**src/rtl/telemetry_pkg.sv**
```systemverilog
`default_nettype none
// ============================================================================
//  Module      : telemetry_pkg
//  Description : Shared types and constants for the telemetry scheduler.
//                Holds the arbiter state encoding, the serializer word length
//                and the fixed frame marker words used by the serializer.
//  Revision    : 1.0 - initial release
// ============================================================================
package telemetry_pkg;

    // Arbiter states
    typedef enum logic [1:0] {
        ST_IDLE  = 2'd0,
        ST_START = 2'd1,
        ST_BUSY  = 2'd2,
        ST_ACK   = 2'd3
    } arb_state_e;

    // Bits per serialized word
    localparam int WORD_BITS = 16;

    // Frame marker words
    localparam logic [15:0] SYNC_WORD   = 16'hEB90;
    localparam logic [15:0] IDLE_WORD   = 16'hB3A5;
    localparam logic [15:0] END_WORD_HI = 16'hC0FE;
    localparam logic [15:0] END_WORD_LO = 16'hD0CC;

endpackage : telemetry_pkg
`default_nettype wire

```
**src/rtl/telemetry_strobe_gen.sv**
```systemverilog
`default_nettype none
// ============================================================================
//  Module      : telemetry_strobe_gen
//  Description : Free-running pacing strobes for the telemetry serializer.
//                A half-bit cycle counter plus half flag produce the bit
//                toggle and bit strobes; a bit counter and a word counter
//                produce the word and frame-sync strobes. All strobes are
//                registered single-cycle pulses.
//  Ports       : clk_i       - system clock
//                rst_n_i     - asynchronous active-low reset
//                bittogce_o  - end of first half of each bit
//                bitce_o     - end of second half of each bit
//                wordce_o    - coincident with the bitce_o ending bit 15
//                syncce_o    - coincident with the wordce_o ending the frame
//  Revision    : 1.0 - initial release
// ============================================================================
module telemetry_strobe_gen
    import telemetry_pkg::*;
#(
    parameter int HALFBIT_CLKS = 25,
    parameter int FRAME_WORDS  = 64
) (
    input  logic clk_i,
    input  logic rst_n_i,
    output logic bitce_o,
    output logic bittogce_o,
    output logic wordce_o,
    output logic syncce_o
);

    localparam int CYC_W = $clog2(HALFBIT_CLKS);
    localparam int BIT_W = $clog2(WORD_BITS);
    localparam int WRD_W = $clog2(FRAME_WORDS);

    logic [CYC_W-1:0] cyc_q,  cyc_d;
    logic             half_q, half_d;
    logic [BIT_W-1:0] bit_q,  bit_d;
    logic [WRD_W-1:0] word_q, word_d;
    logic             bittog_q, bitce_q, wordce_q, syncce_q;

    logic w_half_end;
    logic w_bit_end;
    logic w_word_end;
    logic w_frame_end;

    always_comb begin
        w_half_end  = (cyc_q == CYC_W'(HALFBIT_CLKS - 1));
        w_bit_end   = w_half_end && half_q;
        w_word_end  = w_bit_end && (bit_q == BIT_W'(WORD_BITS - 1));
        w_frame_end = w_word_end && (word_q == WRD_W'(FRAME_WORDS - 1));

        cyc_d  = w_half_end ? '0 : cyc_q + 1'b1;
        half_d = half_q ^ w_half_end;
        // Bit counter spans exactly one word, so it wraps naturally
        bit_d  = w_bit_end ? bit_q + 1'b1 : bit_q;
        word_d = word_q;
        if (w_word_end) begin
            word_d = w_frame_end ? '0 : word_q + 1'b1;
        end
    end

    always_ff @(posedge clk_i or negedge rst_n_i) begin
        if (!rst_n_i) begin
            cyc_q    <= '0;
            half_q   <= 1'b0;
            bit_q    <= '0;
            word_q   <= '0;
            bittog_q <= 1'b0;
            bitce_q  <= 1'b0;
            wordce_q <= 1'b0;
            syncce_q <= 1'b0;
        end else begin
            cyc_q    <= cyc_d;
            half_q   <= half_d;
            bit_q    <= bit_d;
            word_q   <= word_d;
            // First-half wrap gives the toggle strobe, second-half wrap the bit strobe
            bittog_q <= w_half_end && !half_q;
            bitce_q  <= w_bit_end;
            wordce_q <= w_word_end;
            syncce_q <= w_frame_end;
        end
    end

    assign bittogce_o = bittog_q;
    assign bitce_o    = bitce_q;
    assign wordce_o   = wordce_q;
    assign syncce_o   = syncce_q;

endmodule : telemetry_strobe_gen
`default_nettype wire

```
**src/rtl/telemetry_scheduler.sv**
```systemverilog
`default_nettype none
// ============================================================================
//  Module      : telemetry_scheduler
//  Description : Sequencer and round-robin arbiter for the telemetry
//                serializer. Generates the pacing strobes and grants the
//                serializer to one of NBUF buffer requesters at a time:
//                one start pulse per grant, then waits for done.
//  Build macro : TELEM_TIMEOUT_EN - aborts a transfer after TIMEOUT_WORDS
//                words in BUSY (gen_rst_o pulse, then ack_o with err_o).
//  Ports       : clk_i, rst_n_i          - clock, async active-low reset
//                en_i                    - grant enable
//                req_i[NBUF]             - level requests, held until ack
//                ack_o[NBUF], err_o      - transfer completion / timeout
//                sel_o                   - granted buffer index
//                busy_o, start_o, done_i - serializer handshake
//                gen_rst_o               - serializer sync reset
//                bitce_o, bittogce_o,
//                wordce_o, syncce_o      - serializer strobes
//  Revision    : 1.0 - initial release
// ============================================================================
module telemetry_scheduler
    import telemetry_pkg::*;
#(
    parameter int HALFBIT_CLKS  = 25,
    parameter int FRAME_WORDS   = 64,
    parameter int NBUF          = 2,
    parameter int TIMEOUT_WORDS = 4096,
    localparam int SEL_W        = (NBUF > 1) ? $clog2(NBUF) : 1
) (
    input  logic             clk_i,
    input  logic             rst_n_i,
    input  logic             en_i,
    input  logic [NBUF-1:0]  req_i,
    output logic [NBUF-1:0]  ack_o,
    output logic             err_o,
    output logic [SEL_W-1:0] sel_o,
    output logic             busy_o,
    output logic             start_o,
    input  logic             done_i,
    output logic             gen_rst_o,
    output logic             bitce_o,
    output logic             bittogce_o,
    output logic             wordce_o,
    output logic             syncce_o
);

    localparam int IDX_W = SEL_W + 1;

    logic w_wordce;

    telemetry_strobe_gen #(
        .HALFBIT_CLKS (HALFBIT_CLKS),
        .FRAME_WORDS  (FRAME_WORDS)
    ) u_strobe_gen (
        .clk_i      (clk_i),
        .rst_n_i    (rst_n_i),
        .bitce_o    (bitce_o),
        .bittogce_o (bittogce_o),
        .wordce_o   (w_wordce),
        .syncce_o   (syncce_o)
    );

    assign wordce_o = w_wordce;

    arb_state_e       state_q,   state_d;
    logic [SEL_W-1:0] sel_q,     sel_d;
    logic [SEL_W-1:0] rr_ptr_q,  rr_ptr_d;
    logic             start_q,   start_d;
    logic             busy_q,    busy_d;
    logic [NBUF-1:0]  ack_q,     ack_d;
    logic             gen_rst_q, gen_rst_d;

    logic             w_found;
    logic [SEL_W-1:0] w_grant;
    logic [SEL_W-1:0] w_next_ptr;
    logic [NBUF-1:0]  w_ack_vec;

    // Round-robin search: first active request at or above rr_ptr, with wrap
    always_comb begin
        logic [IDX_W-1:0] idx;
        w_found = 1'b0;
        w_grant = '0;
        idx     = '0;
        for (int i = 0; i < NBUF; i++) begin
            idx = {1'b0, rr_ptr_q} + IDX_W'(i);
            if (idx >= IDX_W'(NBUF)) begin
                idx = idx - IDX_W'(NBUF);
            end
            if (!w_found && req_i[idx[SEL_W-1:0]]) begin
                w_found = 1'b1;
                w_grant = idx[SEL_W-1:0];
            end
        end
    end

    assign w_next_ptr = (sel_q == SEL_W'(NBUF - 1)) ? '0 : sel_q + 1'b1;
    assign w_ack_vec  = {{(NBUF-1){1'b0}}, 1'b1} << sel_q;

`ifdef TELEM_TIMEOUT_EN
    localparam int TO_W = (TIMEOUT_WORDS > 1) ? $clog2(TIMEOUT_WORDS) : 1;

    logic [TO_W-1:0] to_cnt_q, to_cnt_d;
    logic            tout_q,   tout_d;
    logic            err_q,    err_d;
`endif

    // Outputs are registered from the current state, so every handshake
    // output lags its state by one cycle (start_o appears in the first BUSY
    // cycle, ack_o in the cycle after ACK).
    always_comb begin
        state_d   = state_q;
        sel_d     = sel_q;
        rr_ptr_d  = rr_ptr_q;
        gen_rst_d = 1'b0;
        start_d   = (state_q == ST_START);
        busy_d    = (state_q == ST_START) || (state_q == ST_BUSY);
        ack_d     = (state_q == ST_ACK) ? w_ack_vec : '0;
`ifdef TELEM_TIMEOUT_EN
        to_cnt_d  = to_cnt_q;
        tout_d    = tout_q;
        err_d     = (state_q == ST_ACK) && tout_q;
`endif
        case (state_q)
            ST_IDLE: begin
                if (en_i && w_found) begin
                    state_d = ST_START;
                    sel_d   = w_grant;
                end
            end
            ST_START: begin
                state_d = ST_BUSY;
`ifdef TELEM_TIMEOUT_EN
                to_cnt_d = '0;
                tout_d   = 1'b0;
`endif
            end
            ST_BUSY: begin
                // done_i has priority over a timeout in the same cycle
                if (done_i) begin
                    state_d = ST_ACK;
                end
`ifdef TELEM_TIMEOUT_EN
                else if (w_wordce) begin
                    if (to_cnt_q == TO_W'(TIMEOUT_WORDS - 1)) begin
                        state_d   = ST_ACK;
                        tout_d    = 1'b1;
                        gen_rst_d = 1'b1;
                    end else begin
                        to_cnt_d = to_cnt_q + 1'b1;
                    end
                end
`endif
            end
            ST_ACK: begin
                state_d  = ST_IDLE;
                rr_ptr_d = w_next_ptr;
            end
            default: begin
                state_d = ST_IDLE;
            end
        endcase
    end

    always_ff @(posedge clk_i or negedge rst_n_i) begin
        if (!rst_n_i) begin
            state_q   <= ST_IDLE;
            sel_q     <= '0;
            rr_ptr_q  <= '0;
            start_q   <= 1'b0;
            busy_q    <= 1'b0;
            ack_q     <= '0;
            // Serializer is held in reset until the first edge after release
            gen_rst_q <= 1'b1;
        end else begin
            state_q   <= state_d;
            sel_q     <= sel_d;
            rr_ptr_q  <= rr_ptr_d;
            start_q   <= start_d;
            busy_q    <= busy_d;
            ack_q     <= ack_d;
            gen_rst_q <= gen_rst_d;
        end
    end

`ifdef TELEM_TIMEOUT_EN
    always_ff @(posedge clk_i or negedge rst_n_i) begin
        if (!rst_n_i) begin
            to_cnt_q <= '0;
            tout_q   <= 1'b0;
            err_q    <= 1'b0;
        end else begin
            to_cnt_q <= to_cnt_d;
            tout_q   <= tout_d;
            err_q    <= err_d;
        end
    end

    assign err_o = err_q;
`else
    logic w_unused_cfg;
    assign w_unused_cfg = (TIMEOUT_WORDS != 0);
    assign err_o        = 1'b0;
`endif

    assign sel_o     = sel_q;
    assign start_o   = start_q;
    assign busy_o    = busy_q;
    assign ack_o     = ack_q;
    assign gen_rst_o = gen_rst_q;

endmodule : telemetry_scheduler
`default_nettype wire

```
**config.mk**
```make
export PLATFORM = sky130hd
export DESIGN_NAME = telemetry_scheduler
export DESIGN_NICKNAME = d
export VERILOG_FILES = /design/src/rtl/telemetry_pkg.sv /design/src/rtl/telemetry_strobe_gen.sv /design/src/rtl/telemetry_scheduler.sv
export SDC_FILE = /design/constraint.sdc
export NUM_CORES = 1
export LEC_CHECK = 0
export BUFFER_PORTS_ARGS = -buffer_cell sky130_fd_sc_hd__buf_4
export CORE_MARGIN = 2
export CORE_UTILIZATION = 55
export CTS_CLUSTER_SIZE = 20
export DETAILED_ROUTE_END_ITERATION = 10
export GPL_TIMING_DRIVEN = 0
export PLACE_DENSITY = 0.74
export SLEW_MARGIN = 40
export SYNTH_ARGS = -nofsm -noshare
export SYNTH_HDL_FRONTEND = slang
export SYNTH_SLANG_ARGS = --single-unit
export TNS_END_PERCENT = 5
```
**constraint.sdc**
```tcl
create_clock -name clk_i -period 3.1 [get_ports clk_i]
set_clock_uncertainty 0.05 [all_clocks]
set_input_delay 0.31 -clock clk_i [delete_from_list [all_inputs] [get_ports clk_i]]
set_output_delay 0.31 -clock clk_i [all_outputs]
set_load 0.005 [all_outputs]
```
==> results.yml, run 1 <==
power_and_ir_drop:
  p_sw_share_pct: 26.8
  p_sw_w: 0.000237
  pwr-share-clk_pct: 26.2
  power.sequential.fraction_pct: 52.1
  cellPowerDensity_nw_per_um2: 598
  peakVddDrop_mv: 0.578
  p_int_w: 0.000649
  pwr-share-comb_pct: 21.7
  total_leakage_power_nw: 0.757
grt:
  gr-usage-all-layers_pct: 19.3
  grt_max_degree: 30
  antenna_found_initial: 0
  busiest_layer: "met2"
  overflow: 0
  met3_usage_pct: 8.33
  grt_pass1_wl_mm: 3.65
  met2_usage_pct: 30.8
  grt_use_met1_pct: 22.3
  grt_pass1_vias: 865
setup_path:
  startpoint_type: "flip-flop"
  worstPathRequired_ns: 3.25
  worstPathMaxFanout: 7
  arrival_ns: 2.63
  crit_type: "reg -> reg"
  endpoint_kind: "flip-flop"
synthesis:
  synth.top_cells.by_area: "dfrtp_1, ha_1, xnor2_1"
  synthesis.instances: 105
  synth.distinct_cells: 32
  yosysTopAreaCell: "dfrtp_1"
  netlist_area_um2: 1260
  yosysSeqAreaShare_pct: 57.7
  synth-seq-cells: 29
  synth_common_cells: "dfrtp_1, ha_1, inv_1, nand2_1, nor2_1"
  syn_area_per_cell_um2: 12.0
  synth_ff_type: "dfrtp_1"
  ys_warn_count: 0
  synth_top_area_share_pct: 55.6
  synth_most_common_cell: "dfrtp_1"
  synth-edff-count: 0
  async_flop_share_pct: 100
final_layout:
  drive_above_1_share_pct: 21.5
  nNetsFinal: 146
  n_antenna_cell: 0
  area_growth_pct: 17.5
sta:
  slew_viol_final: 0
  fin_crit_sh_pct: 80.0
  slew_headroom_pct: 59.9
  finalWorstSetupSlack_ns: 0.619
  fmax_mhz: 403
  hold_viol: 0
  setup_violations: 0
  rsz0062_at_grt: "false"
  tns_ns: 0
  fin_crit_ns: 2.48
  tightest_slew_ns: 0.597
route:
  drt-wirelength-per-cell_um: 12.3
  viasPerCell: 5.11
  vias: 807
  wl_mm: 1.94
  dr.pass1.iters: 4
  drc: 0
  drt-initial-drc-count: 13
  ant_nets: 0
clock_network:
  cts_tree: "yes"
  cts.reportedPaths.clkPinSlew_ns: 0.08
  insertion_delay_ns: 0.32
  post_cts_buffers: 0
  root_buffer: "clkbuf_4"
  cts_sinks: 29
  cts_max_level: 2
  clockBufferDepth: 2
  cts_buffers: 5
placed_design:
  hpwlAfterDp_mm: 1.36
  gp_congestion: 0.710
  place_ws_ns: 0.629
  port_buffers: 15
run_status:
  outcome: "finished, final reports clean"
hold_path:
  hold_path.class: "in -> reg"
die:
  die_h_um: 51.9
  io_pins: 17
  die-area_um2: 2690
  initial_core_util_pct: 57.5
  coreArea_um2: 2190
  die_w_um: 51.9
  rows: 17
job:
  cap_violations: 0
placed cells by master, fill, tap and decap left out, types with 3 or more instances in the layout:
| cell | synthesis | layout |
|---|---|---|
| buf_4 | 1 | 16 |
| clkbuf_4 | 0 | 5 |
| dfrtp_1 | 28 | 28 |
| ha_1 | 11 | 11 |
| inv_1 | 10 | 10 |
| nand2_1 | 10 | 10 |
| nand4_1 | 3 | 3 |
| nor2_1 | 6 | 6 |
| o21ai_0 | 3 | 3 |
| xnor2_1 | 5 | 5 |
cells by family after synthesis:
logic type / share of synthesized area, %
other: 0.298
buffers and inverters: 3.97
muxes: 1.79
and+or+nand+nor: 11.3
AOI/OAI and AO/OA: 9.14
DFF: 57.7
xor gates and xnor gates: 4.87
adders and majority gates: 10.9
power groups by stage:
stage | registers (W) | clock network (W) | logic, W
2_1_floorplan | 0.000467 | 0 | 0.000110
3_3_place_gp | 0.000468 | 0 | 0.000186
3_5_place_dp | 0.000470 | 0 | 0.000193
4_1_cts | 0.000463 | 0.000241 | 0.000196
5_1_grt | 0.000470 | 0.000264 | 0.000228
6_report | 0.000461 | 0.000232 | 0.000192
per-stage QoR:
step	std cells	area (um2)	total power (W)	hold slack [ns]	util, %
floorplan	106	1260	0.000577	-0.0356	-
global placement	149	1410	0.000654	0.196	64.4
detailed placement	149	1410	0.000663	0.200	64.4
CTS	158	1480	0.000900	0.155	67.6
global route	158	1480	0.000962	0.154	67.6
finish	158	1480	0.000886	0.171	67.6
flip-flops by register name (all words and copies together) (netlist names):
register	count
u_strobe_gen.wordce_o	1
gen_rst_o	1
u_strobe_gen.bittogce_o	1
u_strobe_gen.bitce_o	1
u_strobe_gen.bit_q	4
busy_o	1
u_strobe_gen.word_q	6
rr_ptr_q	1
state_q	2
u_strobe_gen.half_q	1
start_o	1
sel_o	1
u_strobe_gen.syncce_o	1
ack_o	2
u_strobe_gen.cyc_q	5
timing repair:
action | in CTS | in global routing
hold endpoints to repair | 28 | 0
gates resized for setup | 0 | 0
setup endpoints to repair | 0 | 0
hold buffers | 1 | 0
path summary, 6_finish.rpt:
check,start,endpoint,slack (ns),cells after the start
worst max-delay path,u_strobe_gen.cyc_q[0],u_strobe_gen.word_q[3],0.62,8
worst min-delay path,req_i[0],sel_o,0.17,2
worst max register to register,u_strobe_gen.cyc_q[0],u_strobe_gen.word_q[3],0.62,8
worst min register to register,sel_o,ack_o[0],0.42,1
max in group asynchronous,rst_n_i,gen_rst_o,2.29,2
min in group asynchronous,rst_n_i,u_strobe_gen.bit_q[2],0.39,2
area by class of cell:
cell class                 count  area, um2
multi-input combinational     65        487
tap                           28       35.0
clock buffer                   8       58.8
inverter                      11       42.5
timing repair buffer          16        123
buffer                         1       7.51
fill                         170        711
sequential                    29        727
routing by layer:
metal / vias up / part of all wire [%]
met2: 20 / 49
li1: 401 / -
met4: 0 / 1.8
met1: 382 / 45
met3: 4 / 4.3
met5: - / 0
worst max-delay path, cell delays in order, from the launching register on:
cell	delay (ns)
dfrtp_1	0.42
inv_1	0.07
ha_1	0.16
nand2_1	0.06
nor3_1	0.47
ha_1	0.43
nand4_4	0.19
o21a_1	0.22
a221o_1	0.31
No activity file was read; power rests on OpenSTA's default activity.
==> run 2: changes to the inputs <==
- ABC_AREA: default -> 1
- PLACE_DENSITY: 0.74 -> 0.73
- clock period: 3.1 -> 2.4 ns (I/O delays scaled with it)
==> run 2 against run 1 <==
  * Critical path depth increased by 3
  * Largest power group unchanged
  * Power is 24% higher
  * Area after synthesis up 5.1%
  * Sequential power up 28%
  * Worst setup slack got worse by 0.29 ns
  * Largest cell class unchanged
  * Register-to-register slack worse by 0.29 ns
  * Critical path type unchanged
  * Critical endpoint is now u_strobe_gen.word_q[2]
  * First-iteration DRC count down 85%
==> results.yml, run 2 <==
run_status:
  outcome: "finished, final reports clean"
job:
  cap_violations: 0
synthesis:
  synth_top_area_share_pct: 52.9
  muxShareOfSynthArea_pct: 0.851
  synthAdderAreaFrac_pct: 10.4
  synth_common_cells: "dfrtp_1, inv_1, nand2_1"
  synth_top_family_by_area: "simple AND/OR/NAND/NOR gates"
  async_flop_share_pct: 100
  yosysSeqAreaShare_pct: 54.9
  netlist_area_um2: 1320
  synth-edff-count: 0
  ys_warn_count: 0
  synth_ff_type: "dfrtp_1"
  synthesis.instances: 132
  synth_most_common_cell: "dfrtp_1"
  yosysTopAreaCell: "dfrtp_1"
  syn_area_per_cell_um2: 10.0
  synth.distinct_cells: 22
  synth_compound_area_share_pct: 4.91
  synth-xor-area-share_pct: 2.65
  synth-seq-cells: 29
  synthSimpleGateAreaFrac_pct: 17.8
  synth.top_cells.by_area: "dfrtp_1, ha_1, inv_1"
setup_path:
  worst_r2r_path_depth: 11
  worstPathMaxFanout: 10
  crit_path_frequent_cell: "inv_1"
  startpoint_type: "flip-flop"
  crit_type: "reg -> reg"
  cpMaxStageDelayCell: "dfrtp_1"
  critPathBufInv: 3
  crit_chain: "inv_1, ha_1, inv_1, nor2_1, nand2_1, inv_1, ha_1, nand3_4, nor2_8, nand2_2, xnor2_1"
  arrival_ns: 2.23
  cp_top_family: "simple AND/OR/NAND/NOR gates"
  r2r-end: "u_strobe_gen.word_q[2]"
  r2r-start: "u_strobe_gen.cyc_q[0]"
  slowest_delay_ns: 0.42
  worstPathRequired_ns: 2.55
  endpoint_kind: "flip-flop"
  reg2reg_slack_ns: 0.32
die:
  die_h_um: 53.1
  coreArea_um2: 2250
  initial_core_util_pct: 58.7
  die-area_um2: 2820
  rows: 17
  die_w_um: 53.1
  io_pins: 17
route:
  dr.pass1.iters: 2
  drt-wirelength-per-cell_um: 10.9
  drt-initial-drc-count: 2
  drc: 0
  wl_mm: 2.01
  ant_nets: 0
  vias: 906
  viasPerCell: 4.92
final_layout:
  nNetsFinal: 173
  n_antenna_cell: 0
  drive_above_1_share_pct: 18.6
  seq_area_um2: 727
  regMostFlops: "u_strobe_gen.word_q"
  layout_commonest_cell: "dfrtp_1"
  multi_input_area_um2: 492
  area_growth_pct: 16.4
  reg.largest.list: "u_strobe_gen.word_q (6), u_strobe_gen.cyc_q (5), u_strobe_gen.bit_q (4)"
  largest_reg_flops: 6
  fillerInstances: 188
  layout_common_cells: "dfrtp_1, inv_1, nand2_1"
clock_network:
  cts_max_level: 2
  cts_sinks: 29
  cts_buffers: 5
  clockBufferDepth: 2
  root_buffer: "clkbuf_4"
  cts_tree: "yes"
  cts.reportedPaths.clkPinSlew_ns: 0.09
  insertion_delay_ns: 0.32
power_and_ir_drop:
  peakVddDrop_mv: 0.529
  total_leakage_power_nw: 0.878
  cellPowerDensity_nw_per_um2: 714
sta:
  hold_viol: 0
  setup_violations: 0
  fin_crit_sh_pct: 86.5
  rsz0062_at_grt: "false"
  fmax_mhz: 482
  fin_crit_ns: 2.08
  tns_ns: 0
  whs_ns: 0.131
  slew_viol_final: 0
grt:
  antenna_found_initial: 0
  gr-usage-all-layers_pct: 17.7
  grt_max_degree: 30
  grt_pass1_vias: 875
  overflow: 0
  grt_pass1_wl_mm: 3.43
hold_path:
  hold_path_depth: 3
  whs_endpoint: "sel_o"
  holdCritStartpoint: "req_i[1]"
  hold_path.class: "in -> reg"
placed_design:
  port_buffers: 15
  gp_congestion: 0.810
  hpwlAfterDp_mm: 1.48
run 2: cell types whose count changed after synthesis, moves of 2 or more:
cell / before / now
a31oi_1: 2 / 0
inv_1: 10 / 27
nand2_1: 10 / 22
a41oi_1: 2 / 0
o21ai_0: 3 / 12
nand3_1: 1 / 5
xnor2_1: 5 / 2
run 2: repair_timing:
| action | 4_1_cts | 5_1_grt |
|---|---|---|
| hold buffers | 1 | 0 |
| endpoints found under the hold margin | 28 | 0 |
| resized for setup | 0 | 0 |
| setup buffers | 0 | 0 |
run 2: metal layers:
metal,global-route usage [%],vias up,wire (um)
met3,5.65,6,93
met2,30.0,19,1040
met5,0,-,0
li1,-,453,-
met4,11.5,0,48
met1,18.6,428,832
run 2: final cells by class:
cell class,instances,share of cell area [%]
repair buffers,16,7.96
plain buffers,1,0.487
flip-flops and latches,29,47.2
multi-input cells,76,31.9
well taps,28,2.27
clock buffers,7,3.57
inverters,27,6.58
run 2: kinds of logic (layout without fill, tap and decap cells):
family,after synthesis,after routing
xor gates and xnor gates,4,4
muxes,1,1
adders and majority gates,11,11
buffers and inverters,28,51
AOI/OAI and AO/OA,13,13
other,1,2
and+or+nand+nor,45,45
DFF,29,29
run 2: worst max path at each step:
stage	start	endpoint	slack [ns]	cells past startpoint
after global placement	u_strobe_gen.cyc_q[0]	u_strobe_gen.word_q[2]	0.46	11
after floorplan	u_strobe_gen.cyc_q[0]	u_strobe_gen.word_q[4]	0.61	11
after global routing	u_strobe_gen.cyc_q[0]	u_strobe_gen.word_q[2]	0.11	11
after detailed placement	u_strobe_gen.cyc_q[0]	u_strobe_gen.word_q[4]	0.34	11
final	u_strobe_gen.cyc_q[0]	u_strobe_gen.word_q[2]	0.32	11
after CTS	u_strobe_gen.cyc_q[0]	u_strobe_gen.word_q[2]	0.32	11
run 2: stage by stage:
step	setup slack [ns]	instances	total power [W]	cell area (um2)	util (%)
2_1_floorplan	0.614	133	0.000719	1330	-
3_3_place_gp	0.463	176	0.000811	1480	65.4
3_5_place_dp	0.342	176	0.000827	1480	65.4
4_1_cts	0.320	184	0.00112	1540	68.3
5_1_grt	0.114	184	0.00118	1540	68.3
6_report	0.324	184	0.00110	1540	68.3
run 2: power breakdown:
part	switching, W	internal, W
clock network	0.000151	0.000138
registers	0.0000362	0.000552
logic	0.000118	0.000106
run 2: tightest hold or removal path: cells and delay by family:
| family | cells | cell delay, ns |
|---|---|---|
| AOI/OAI and AO/OA | 1 | 0.07 |
| buffers and inverters | 1 | 0.08 |
| and+or+nand+nor | 1 | 0.06 |
==> run 3: changes to the inputs <==
- ABC_AREA: 1 -> default
- PLACE_DENSITY: 0.73 -> 0.74
- REMOVE_ABC_BUFFERS: default -> 1
==> run 3 against run 2 <==
  * Clock power grew 41%
  * Power up 14%
  * Core utilization grew 0.73 points
  * Sequential power up 2%
  * Worst setup slack got worse by 0.030 ns
  * Hold slack got worse by 0.053 ns
  * Global-route usage increased by 0.60 points
  * Combinational power up 9.4%
  * Sequential share of layout area increased by 0.86 points
  * Final area is 1.8% lower
==> results.yml, run 3 (synthesis gave the netlist of run 1 again) <==
setup_path:
  cpMaxStageDelayCell: "dfrtp_1"
  startpoint_type: "flip-flop"
  worstPathMaxFanout: 7
  critPathLaunch: "u_strobe_gen.cyc_q[0]"
  crit_chain: "inv_1, ha_1, nand2_1, nor3_4, ha_2, nand4_4, clkinv_2, nand4_1, a221o_1"
  worstPathRequired_ns: 2.55
  slowest_delay_ns: 0.42
  arrival_ns: 2.26
  endpoint_kind: "flip-flop"
  crit_type: "reg -> reg"
  r2r-start: "u_strobe_gen.cyc_q[0]"
placed_design:
  hpwlAfterDp_mm: 1.38
  place_ws_ns: -0.00612
  port_buffers: 15
  dpl_cell_area_um2: 1400
  gp_congestion: 0.783
final_layout:
  fillerInstances: 167
  layout_commonest_cell: "dfrtp_1"
  regMostFlops: "u_strobe_gen.word_q"
  largest_reg_flops: 6
  layout_common_cells: "dfrtp_1, buf_4, inv_1, nand2_1, ha_1"
  drive_above_1_share_pct: 23.3
  reg.largest.list: "u_strobe_gen.word_q (6), u_strobe_gen.cyc_q (5), u_strobe_gen.bit_q (4)"
  area_growth_pct: 20.1
  finalInstanceArea_um2: 1510
  nNetsFinal: 145
  n_antenna_cell: 0
job:
  cap_violations: 0
sta:
  fin_crit_ns: 2.11
  finalWorstSetupSlack_ns: 0.295
  hold_viol: 0
  setup_violations: 0
  fmax_mhz: 475
  slew_viol_final: 0
  fin_crit_sh_pct: 87.7
  rsz0062_at_grt: "false"
clock_network:
  cts.reportedPaths.clkPinSlew_ns: 0.09
  clockBufferDepth: 2
  cts_tree: "yes"
  cts_max_level: 2
  root_buffer: "clkbuf_4"
  insertion_delay_ns: 0.32
  cts_buffers: 5
  cts_sinks: 29
route:
  viasPerCell: 5.27
  dr.pass1.iters: 4
  drc: 0
  ant_nets: 0
  drt-initial-drc-count: 2
  vias: 827
  wl_mm: 1.88
  drt-wirelength-per-cell_um: 11.9
power_and_ir_drop:
  power.sequential.fraction_pct: 47.8
  pwr-share-comb_pct: 19.5
  p_sw_w: 0.000309
  p_sw_share_pct: 24.7
  total_leakage_power_nw: 0.769
  peakVddDrop_mv: 0.651
  p_int_w: 0.000941
  pwr-share-clk_pct: 32.6
  cellPowerDensity_nw_per_um2: 826
grt:
  grt_max_degree: 30
  grt_pass1_vias: 795
  overflow: 0
  antenna_found_initial: 0
  gr-usage-all-layers_pct: 18.3
  grt_pass1_wl_mm: 3.28
hold_path:
  holdCritStartpoint: "req_i[0]"
  hold_path.class: "in -> reg"
die:
  io_pins: 17
  die_w_um: 51.9
  die-area_um2: 2690
  die_h_um: 51.9
  coreArea_um2: 2190
  rows: 17
  initial_core_util_pct: 57.5
run_status:
  outcome: "finished, final reports clean"
-- run 3: cell types whose count changed in the layout (fill, tap and decap cells not counted), moves of 2 or more --
cell,before,now
a31oi_1,0,2
a41oi_1,0,2
inv_1,27,10
nand2_1,22,10
nand3_1,5,1
o21ai_0,12,3
xnor2_1,2,5
-- run 3: through the flow --
stage | cells | hold WS, ns | TNS [ns] | utilization (%) | total power [W]
floorplan | 105 | -0.106 | 0 | - | 0.000744
global placement | 148 | 0.126 | -0.00742 | 64.1 | 0.000846
detailed placement | 148 | 0.129 | -0.00612 | 64.1 | 0.000857
CTS | 157 | 0.0626 | 0 | 68.6 | 0.00127
global route | 157 | 0.0603 | 0 | 69.0 | 0.00132
finish | 157 | 0.0781 | 0 | 69.0 | 0.00125
-- run 3: per-layer routing --
metal  vias up  track usage (%)  routed length [um]
met1       401             18.4                 811
met4         0             12.7                  25
met5         -                0                   0
met2        19             28.9                 927
met3         2             9.48                 111
li1        405                -                   -
-- run 3: critical path: cells and delay by family (launching register included) --
family | cells | cell delay [ns]
DFF | 1 | 0.42
buffers and inverters | 2 | 0.20
AOI/OAI and AO/OA | 1 | 0.30
adders and majority gates | 2 | 0.46
and+or+nand+nor | 4 | 0.55
-- run 3: layout make-up --
cell class,instances,area [um2],area share (%)
Multi-Input combinational cell,65,500,33.1
Tap cell,28,35.0,2.32
Clock inverter,1,30.0,1.99
Clock buffer,7,55.1,3.64
Inverter,11,42.5,2.81
Timing Repair Buffer,16,123,8.11
Sequential cell,29,727,48.1
-- run 3: final timing paths --
kind,endpoint,slack (ns),cells after the start
min,sel_o,0.08,2
max,u_strobe_gen.word_q[3],0.29,9
max in group asynchronous,gen_rst_o,1.69,2
min reg2reg,ack_o[0],0.44,1
max reg2reg,u_strobe_gen.word_q[3],0.29,9
min in group asynchronous,u_strobe_gen.bit_q[2],0.31,2
-- run 3: timing repair --
action	CTS	global route
hold endpoints to repair	28	0
setup buffers	0	0
resized for setup	1	2
endpoints found under the setup margin	1	1
hold buffers	1	0
-- run 3: power groups by stage --
stage | Combinational [W] | Clock (W) | Sequential, W
3_5_place_dp | 0.000249 | 0 | 0.000608
2_1_floorplan | 0.000141 | 0 | 0.000604
3_3_place_gp | 0.000239 | 0 | 0.000606
6_report | 0.000244 | 0.000408 | 0.000598
4_1_cts | 0.000250 | 0.000421 | 0.000600
5_1_grt | 0.000272 | 0.000439 | 0.000611
